<file path="src/rtl/gf_poly_scale_subtract.sv">
`default_nettype none
// ============================================================================
// Module  : gf_poly_scale_subtract
// Brief   : One GF(2^8) long-division step Rm(x) ^= scale*D(x)*x^shift,
//           sequenced through an external multiplier.
// Revision: 1.0 - initial release
// ============================================================================
module gf_poly_scale_subtract #(
    parameter int NCOEF   = 17,
    parameter int IDX_W   = 5,
    parameter int TIMEOUT = 15
) (
    input  logic             clock,
    input  logic             reset,
    input  logic             load_en,
    input  logic             load_sel,
    input  logic [IDX_W-1:0] load_addr,
    input  logic [7:0]       load_data,
    input  logic             start,
    input  logic [7:0]       scale,
    input  logic [IDX_W-1:0] shift,
    input  logic [IDX_W-1:0] div_deg,
    input  logic [IDX_W-1:0] rd_addr,
    output logic [7:0]       rd_data,
    output logic [7:0]       mult_a,
    output logic [7:0]       mult_b,
    output logic             polynomial_compute,
    output logic             coef_ready_flag,
    input  logic [7:0]       mult_product,
    input  logic             mult_done,
    output logic             busy,
    output logic             step_done,
    output logic             err
);

    localparam logic [1:0] c_IDLE  = 2'd0;
    localparam logic [1:0] c_DRIVE = 2'd1;
    localparam logic [1:0] c_GAP   = 2'd2;
    localparam logic [1:0] c_FIN   = 2'd3;

    localparam int                    c_WAIT_W    = $clog2(TIMEOUT + 1);
    localparam logic [IDX_W:0]        c_NCOEF     = (IDX_W + 1)'(NCOEF);
    localparam logic [IDX_W:0]        c_LAST      = (IDX_W + 1)'(NCOEF - 1);
    localparam logic [c_WAIT_W-1:0]   c_WAIT_LAST = c_WAIT_W'(TIMEOUT - 1);

    logic [7:0]          r_d  [NCOEF];
    logic [7:0]          r_rm [NCOEF];
    logic [1:0]          r_state;
    logic [IDX_W-1:0]    r_idx;
    logic [IDX_W-1:0]    r_shift;
    logic [IDX_W-1:0]    r_deg;
    logic [7:0]          r_scale;
    logic [c_WAIT_W-1:0] r_wait;
    logic                r_step_done;
    logic                r_err;

    logic [IDX_W-1:0]    w_dst;
    logic [IDX_W:0]      w_end;
    logic                w_bad;
    logic                w_load_ok;
    logic                w_rd_ok;

    assign w_dst     = r_idx + r_shift;
    assign w_end     = {1'b0, div_deg} + {1'b0, shift};
    assign w_bad     = (w_end > c_LAST) || ({1'b0, div_deg} > c_LAST);
    assign w_load_ok = ({1'b0, load_addr} < c_NCOEF);
    assign w_rd_ok   = ({1'b0, rd_addr} < c_NCOEF);

    always_ff @(posedge clock) begin
        if (reset) begin
            for (int i = 0; i < NCOEF; i++) begin
                r_d[i]  <= 8'h00;
                r_rm[i] <= 8'h00;
            end
            r_state     <= c_IDLE;
            r_idx       <= '0;
            r_shift     <= '0;
            r_deg       <= '0;
            r_scale     <= 8'h00;
            r_wait      <= '0;
            r_step_done <= 1'b0;
            r_err       <= 1'b0;
        end else begin
            r_step_done <= 1'b0;
            case (r_state)
                c_IDLE: begin
                    if (load_en && w_load_ok) begin
                        if (load_sel) r_rm[load_addr] <= load_data;
                        else          r_d[load_addr]  <= load_data;
                    end
                    if (start) begin
                        r_scale <= scale;
                        r_shift <= shift;
                        r_deg   <= div_deg;
                        r_idx   <= '0;
                        r_wait  <= '0;
                        r_err   <= 1'b0;
                        if (w_bad) begin
                            r_err       <= 1'b1;
                            r_step_done <= 1'b1;
                        end else begin
                            r_state <= c_DRIVE;
                        end
                    end
                end
                c_DRIVE: begin
                    // r_wait==0 marks the first DRIVE cycle, where a done left over
                    // from the previous coefficient must not be trusted.
                    if ((r_wait != '0) && mult_done) begin
                        r_rm[w_dst] <= r_rm[w_dst] ^ mult_product;
                        r_state     <= c_GAP;
                    end else if (r_wait == c_WAIT_LAST) begin
                        r_err       <= 1'b1;
                        r_step_done <= 1'b1;
                        r_state     <= c_FIN;
                    end else begin
                        r_wait <= r_wait + 1'b1;
                    end
                end
                c_GAP: begin
                    r_wait <= '0;
                    if (r_idx == r_deg) begin
                        r_step_done <= 1'b1;
                        r_state     <= c_FIN;
                    end else begin
                        r_idx   <= r_idx + 1'b1;
                        r_state <= c_DRIVE;
                    end
                end
                c_FIN:   r_state <= c_IDLE;
                default: r_state <= c_IDLE;
            endcase
        end
    end

    assign coef_ready_flag    = (r_state == c_DRIVE);
    assign mult_a             = coef_ready_flag ? r_d[r_idx] : 8'h00;
    assign mult_b             = coef_ready_flag ? r_scale : 8'h00;
    assign busy               = (r_state != c_IDLE);
    assign polynomial_compute = busy;
    assign step_done          = r_step_done;
    assign err                = r_err;
    assign rd_data            = w_rd_ok ? r_rm[rd_addr] : 8'h00;

endmodule
`default_nettype wire

</file>
<file path="config.mk">
export PLATFORM = sky130hd
export DESIGN_NAME = gf_poly_scale_subtract
export DESIGN_NICKNAME = d
export VERILOG_FILES = /design/src/rtl/gf_poly_scale_subtract.sv
export SDC_FILE = /design/constraint.sdc
export NUM_CORES = 1
export LEC_CHECK = 0
export BUFFER_PORTS_ARGS = -buffer_cell sky130_fd_sc_hd__buf_2
export CORE_ASPECT_RATIO = 1.75
export CORE_MARGIN = 2
export CORE_UTILIZATION = 62
export DETAILED_ROUTE_END_ITERATION = 8
export PLACE_DENSITY = 0.84
export SLEW_MARGIN = 20
export SYNTH_ARGS = -nofsm -noshare
export SYNTH_HDL_FRONTEND = slang
export SYNTH_SLANG_ARGS = --single-unit
</file>
<file path="constraint.sdc">
create_clock -name clock -period 3.9 [get_ports clock]
set_input_delay 0.585 -clock clock [delete_from_list [all_inputs] [get_ports clock]]
set_output_delay 0.585 -clock clock [all_outputs]
set_load 0.05 [all_outputs]
</file>
# Word-level counts from Yosys, hierarchy flattened
# Memory sizes are Yosys's and may differ from the RTL's. A register that Yosys moved wholly into a read port is not among the register bits.
# Index checks and enable logic that the tools add are counted.
# W data, S select, Z words.
# totals
ff_bits,31
ramBits,272
input_bits,50
output_inout_bits,29
word_cells,101
mem_count,2
# classes
addsub,4
n_lt_le_gt_ge,4
n_eq_ne,12
mux,53
n_bitwise,1
n_reduce_logical,17
# mem_list
name,depth,width,read_ports,rd_ports_with_merged_regs,write_ports,line_no,source
r_d,17,8,1,1,17,46,logic [7:0] r_d [NCOEF];
r_rm,17,8,2,0,17,47,logic [7:0] r_rm [NCOEF];
# ops
op,count
$mux W8,6
$mux W5,7
$mux W1,27
$reduce_or A8 Y1,3
$mux W4,3
$pmux W4 S3,1
$lt A5 B5 Y1 const B,2
$mux W2,5
$ne A2 B2 Y1 const B,5
$pmux W5 S2,1
$pmux W2 S4,1
$reduce_and A4 Y1,2
$xor A8 B8 Y8,1
$add A5 B5 Y6,1
$gt A6 B5 Y1 const B,1
$reduce_and A3 Y1,2
$reduce_bool A2 Y1,3
$add A5 B1 Y5 const B,1
$add A5 B5 Y5,1
$eq A5 B5 Y1,1
$gt A5 B5 Y1 const B,1
$add A4 B1 Y4 const B,1
$eq A2 B2 Y1 const B,2
$eq A4 B4 Y1 const B,1
11 further kinds,12

# Longest topological paths before layout
# depth
ltp_word,9
depth_mapped,12
depth_no_buf,9

# Least setup slack after synthesis
# Ideal clock, no wire load.
# synth_timing
path_kind,input to output
start,input rd_addr[0]
end,output rd_data[2]
t_arrival_ns,2.759
required_ns,3.315
slack_ns,0.556
stages,6
path_buffers,2
cell_sequence,clkbuf_1 > buf_2 > mux4_2 > mux4_2 > inv_1 > o21ai_0
# synth_via
elab_chain_cells,2
elab_cells_between_ends,3
classes_between,order compare: 1; mux: 1; memory: 1
# synth_rtl
element,line_no,source
start: declaration,23,"input logic [IDX_W-1:0] rd_addr,"
$mem_v2 Z17 W8 or $lt A5 B5 Y1 (tied branches),--,
$mux W8 *,143,assign rd_data = w_rd_ok ? r_rm[rd_addr] : 8'h00;
end: declaration,24,"output logic [7:0] rd_data,"
# Mark *: on every way between the ends. The rest lies on a longest branch, timed or not.

==> impl_metrics.py <==
metrics = {
    "power": {
        "power_w": 0.0128,
        "leakagePower_nw": 10.1,
        "powerDensity_nw_per_um2": 454,
        "peakVddDrop_v": 0.000397,
    },
    "setup_path": {
        "r2r_start": "r_idx[0]",
        "cp_slowest_stage_delay_ns": 0.70,
        "startpoint_type": "flip-flop",
        "cp.required_ns": 3.31,
        "cp_top_family": "multiplexers",
        "cp_common_cell": "mux4_2",
        "r2r_slack_ns": 0.22,
        "crit_path_max_fanout": 26,
        "reg2reg_to": "r_rm[5][4]",
        "critPathArrivalTime_ns": 3.12,
        "cp-end-kind": "output pin",
        "crit_chain": "buf_12 -> mux4_2 -> mux4_2 -> mux2i_1 -> nor2_1 -> buf_2",
        "path_buf_inv": 2,
        "slowest_stage": "dfxtp_4",
        "r2r_cells": 9,
        "worstSetupPathType": "flip-flop to output pin",
    },
    "routing": {
        "via_per_inst": 6.28,
        "totalWireLength_mm": 57.3,
        "drc": 0,
        "first_pass_iters": 6,
        "ant_nets": 0,
        "vias": 14400,
        "drt_first_iter_violations": 1270,
        "wl_per_cell_um": 24.9,
    },
    "clock_network": {
        "h-tree-depth": 2,
        "cts_buffers": 47,
        "post-cts-setup-buffers": 0,
        "clkSinkCount": 548,
        "cts_resized": 0,
        "cts-hold-fix-buffers": 0,
        "clk_pin_slew_worst_paths_ns": 0.07,
        "clk_latency_ns": 0.57,
        "cts-root-buf": "clkbuf_16",
        "cts_buffer_depth": 3,
        "tritoncts": "done",
    },
    "floorplan": {
        "rows": 97,
        "initial_core_util_pct": 62.7,
        "core_um2": 39900,
        "io_pins": 79,
        "die_area_um2": 42100,
        "die_w_um": 156,
        "die_h_um": 270,
    },
    "synthesis": {
        "mappedNetlistArea_um2": 25000,
        "ys.flop_type": "edfxtp_1",
        "synth-edff-count": 512,
        "synth_seq_area_share_pct": 64.3,
        "syn_inst": 1551,
        "synth_area_per_cell_um2": 16.1,
        "ys_seq_elements": 548,
        "yosys_warnings": 0,
        "synth.distinct_cells": 69,
        "async_flop_share_pct": 0,
    },
    "min_path": {
        "hold_depth": 3,
        "holdPathEnd": "r_scale[0]",
        "min-delay-start": "scale[0]",
        "hp-class": "input pin to flip-flop",
    },
    "finish": {
        "syn_to_final_growth_pct": 12.6,
        "fillers": 2502,
        "drive_gt1_share_pct": 25.2,
        "final_cell_mix": "edfxtp_1 (512), nor2_1 (199), mux4_2 (184)",
        "nets": 1832,
        "diodes": 0,
        "stdcell_area_um2": 28200,
        "layout_commonest_cell": "edfxtp_1",
    },
    "flow_run": {
        "maxCapViolations": 0,
    },
    "grt": {
        "grt_pass1_vias": 15200,
        "antenna_found_initial": 3,
        "grt_use_total_pct": 28.4,
        "grt_pass1_wl_mm": 88.8,
        "grt_max_degree": 50,
        "grt_remaining_overflow": 0,
    },
    "placed_design": {
        "port_buffers": 78,
        "place_hpwl_mm": 40.4,
        "gp_congestion": 0.952,
        "dpl_cell_area_um2": 26600,
    },
    "sta": {
        "hold-worst-slack_ns": 0.257,
        "fin_crit_ns": 3.70,
        "worst_slew_pin_slew_ns": 0.957,
        "rsz0062_at_grt": "false",
        "fin_setup_tns_ns": 0,
        "finClkSkew_ns": 0.0161,
        "maxSlewHeadroom_pct": 36.1,
        "fin_crit_sh_pct": 94.9,
        "setup_viol": 0,
        "drv_slew": 0,
        "timing.fmax_mhz": 270,
        "finalHoldViolCount": 0,
    },
    "outcome": {
        "status": "completed",
    },
}
## tightest hold or removal path, cell delays in order
cell,delay (ns)
buf_2,0.09
nand2_1,0.04
a21oi_1,0.05
## state kept, by name, summed over array words and instances, names as in the netlist, 2 cells and up, named ones only
| register | flops |
|---|---|
| r_shift | 5 |
| r_idx | 5 |
| r_deg | 5 |
| r_wait | 4 |
| r_state | 2 |
| r_scale | 8 |
| r_rm | 256 |
| r_d | 256 |
## kinds of logic (layout without fill, tap and decap cells)
group / after synthesis / count (layout) / share of synthesized area, %
DFF: 548 / 548 / 64.3
other: 1 / 120 / 0.0150
and+or+nand+nor: 546 / 546 / 11.5
muxes: 226 / 226 / 18.2
AOI/OAI and AO/OA: 92 / 92 / 2.61
adders and majority gates: 15 / 15 / 0.810
xor gates and xnor gates: 13 / 13 / 0.485
buffers and inverters: 110 / 243 / 2.10
## per-layer routing
metal	vias up	part of all wire, %	track usage [%]
met5	-	0.028	0
met4	4	6.2	14.8
met3	208	6.7	4.14
met2	720	56	52.8
met1	7250	32	30.9
li1	6249	-	-
## Yosys cell counts (13+ instances only)
cell type	instances	share of area (%)
a21oi_1	34	0.68
a22oi_1	16	0.48
and2_1	148	3.7
buf_2	25	0.50
clkbuf_1	39	0.58
dfxtp_1	36	2.9
edfxtp_1	512	61
ha_1	13	0.65
inv_1	13	0.19
mux2i_1	41	1.6
mux4_2	184	17
nand2_1	87	1.3
nand2b_1	21	0.52
nor2_1	199	3.0
or2_2	18	0.45
## layout make-up
type,instances,area [um2],share of cell area [%]
clock buffer,61,1270,4.51
clock inverter,24,274,0.972
inverter,21,78.8,0.280
multi-input combinational,1012,8900,31.6
sequential,548,16100,57.1
tap,495,619,2.20
timing repair buffer,137,946,3.36
## report_power, final
group | switching [W] | total, W | internal (W)
sequential | 0.000104 | 0.00676 | 0.00666
clock | 0.00204 | 0.00474 | 0.00270
combinational | 0.000783 | 0.00130 | 0.000522
total | 0.00293 | 0.0128 | 0.00988
## how the worst max path moves through the flow
| stage | from | endpoint | slack [ns] | cells past startpoint |
|---|---|---|---|---|
| 6_report | flip-flop | mult_a[0] | 0.20 | 6 |
| 4_1_cts | flip-flop | mult_a[0] | 0.14 | 6 |
| 5_1_grt | flip-flop | mult_a[0] | 0.04 | 6 |
| 3_5_place_dp | r_wait[0] | r_rm[0][7] | 0.29 | 9 |
| 2_1_floorplan | rd_addr[0] | rd_data[2] | 0.56 | 6 |
| 3_3_place_gp | load_addr[0] | r_rm[5][7] | 0.37 | 9 |
## per-stage QoR
stage | worst slack (ns) | cells | util (%)
6_report | 0.198 | 2298 | 70.6
5_1_grt | 0.0399 | 2298 | 70.6
4_1_cts | 0.137 | 2298 | 70.6
3_5_place_dp | 0.292 | 2213 | 66.7
3_3_place_gp | 0.371 | 2213 | 66.7
2_1_floorplan | 0.556 | 1670 | -
No activity file was read; power rests on OpenSTA's default activity.
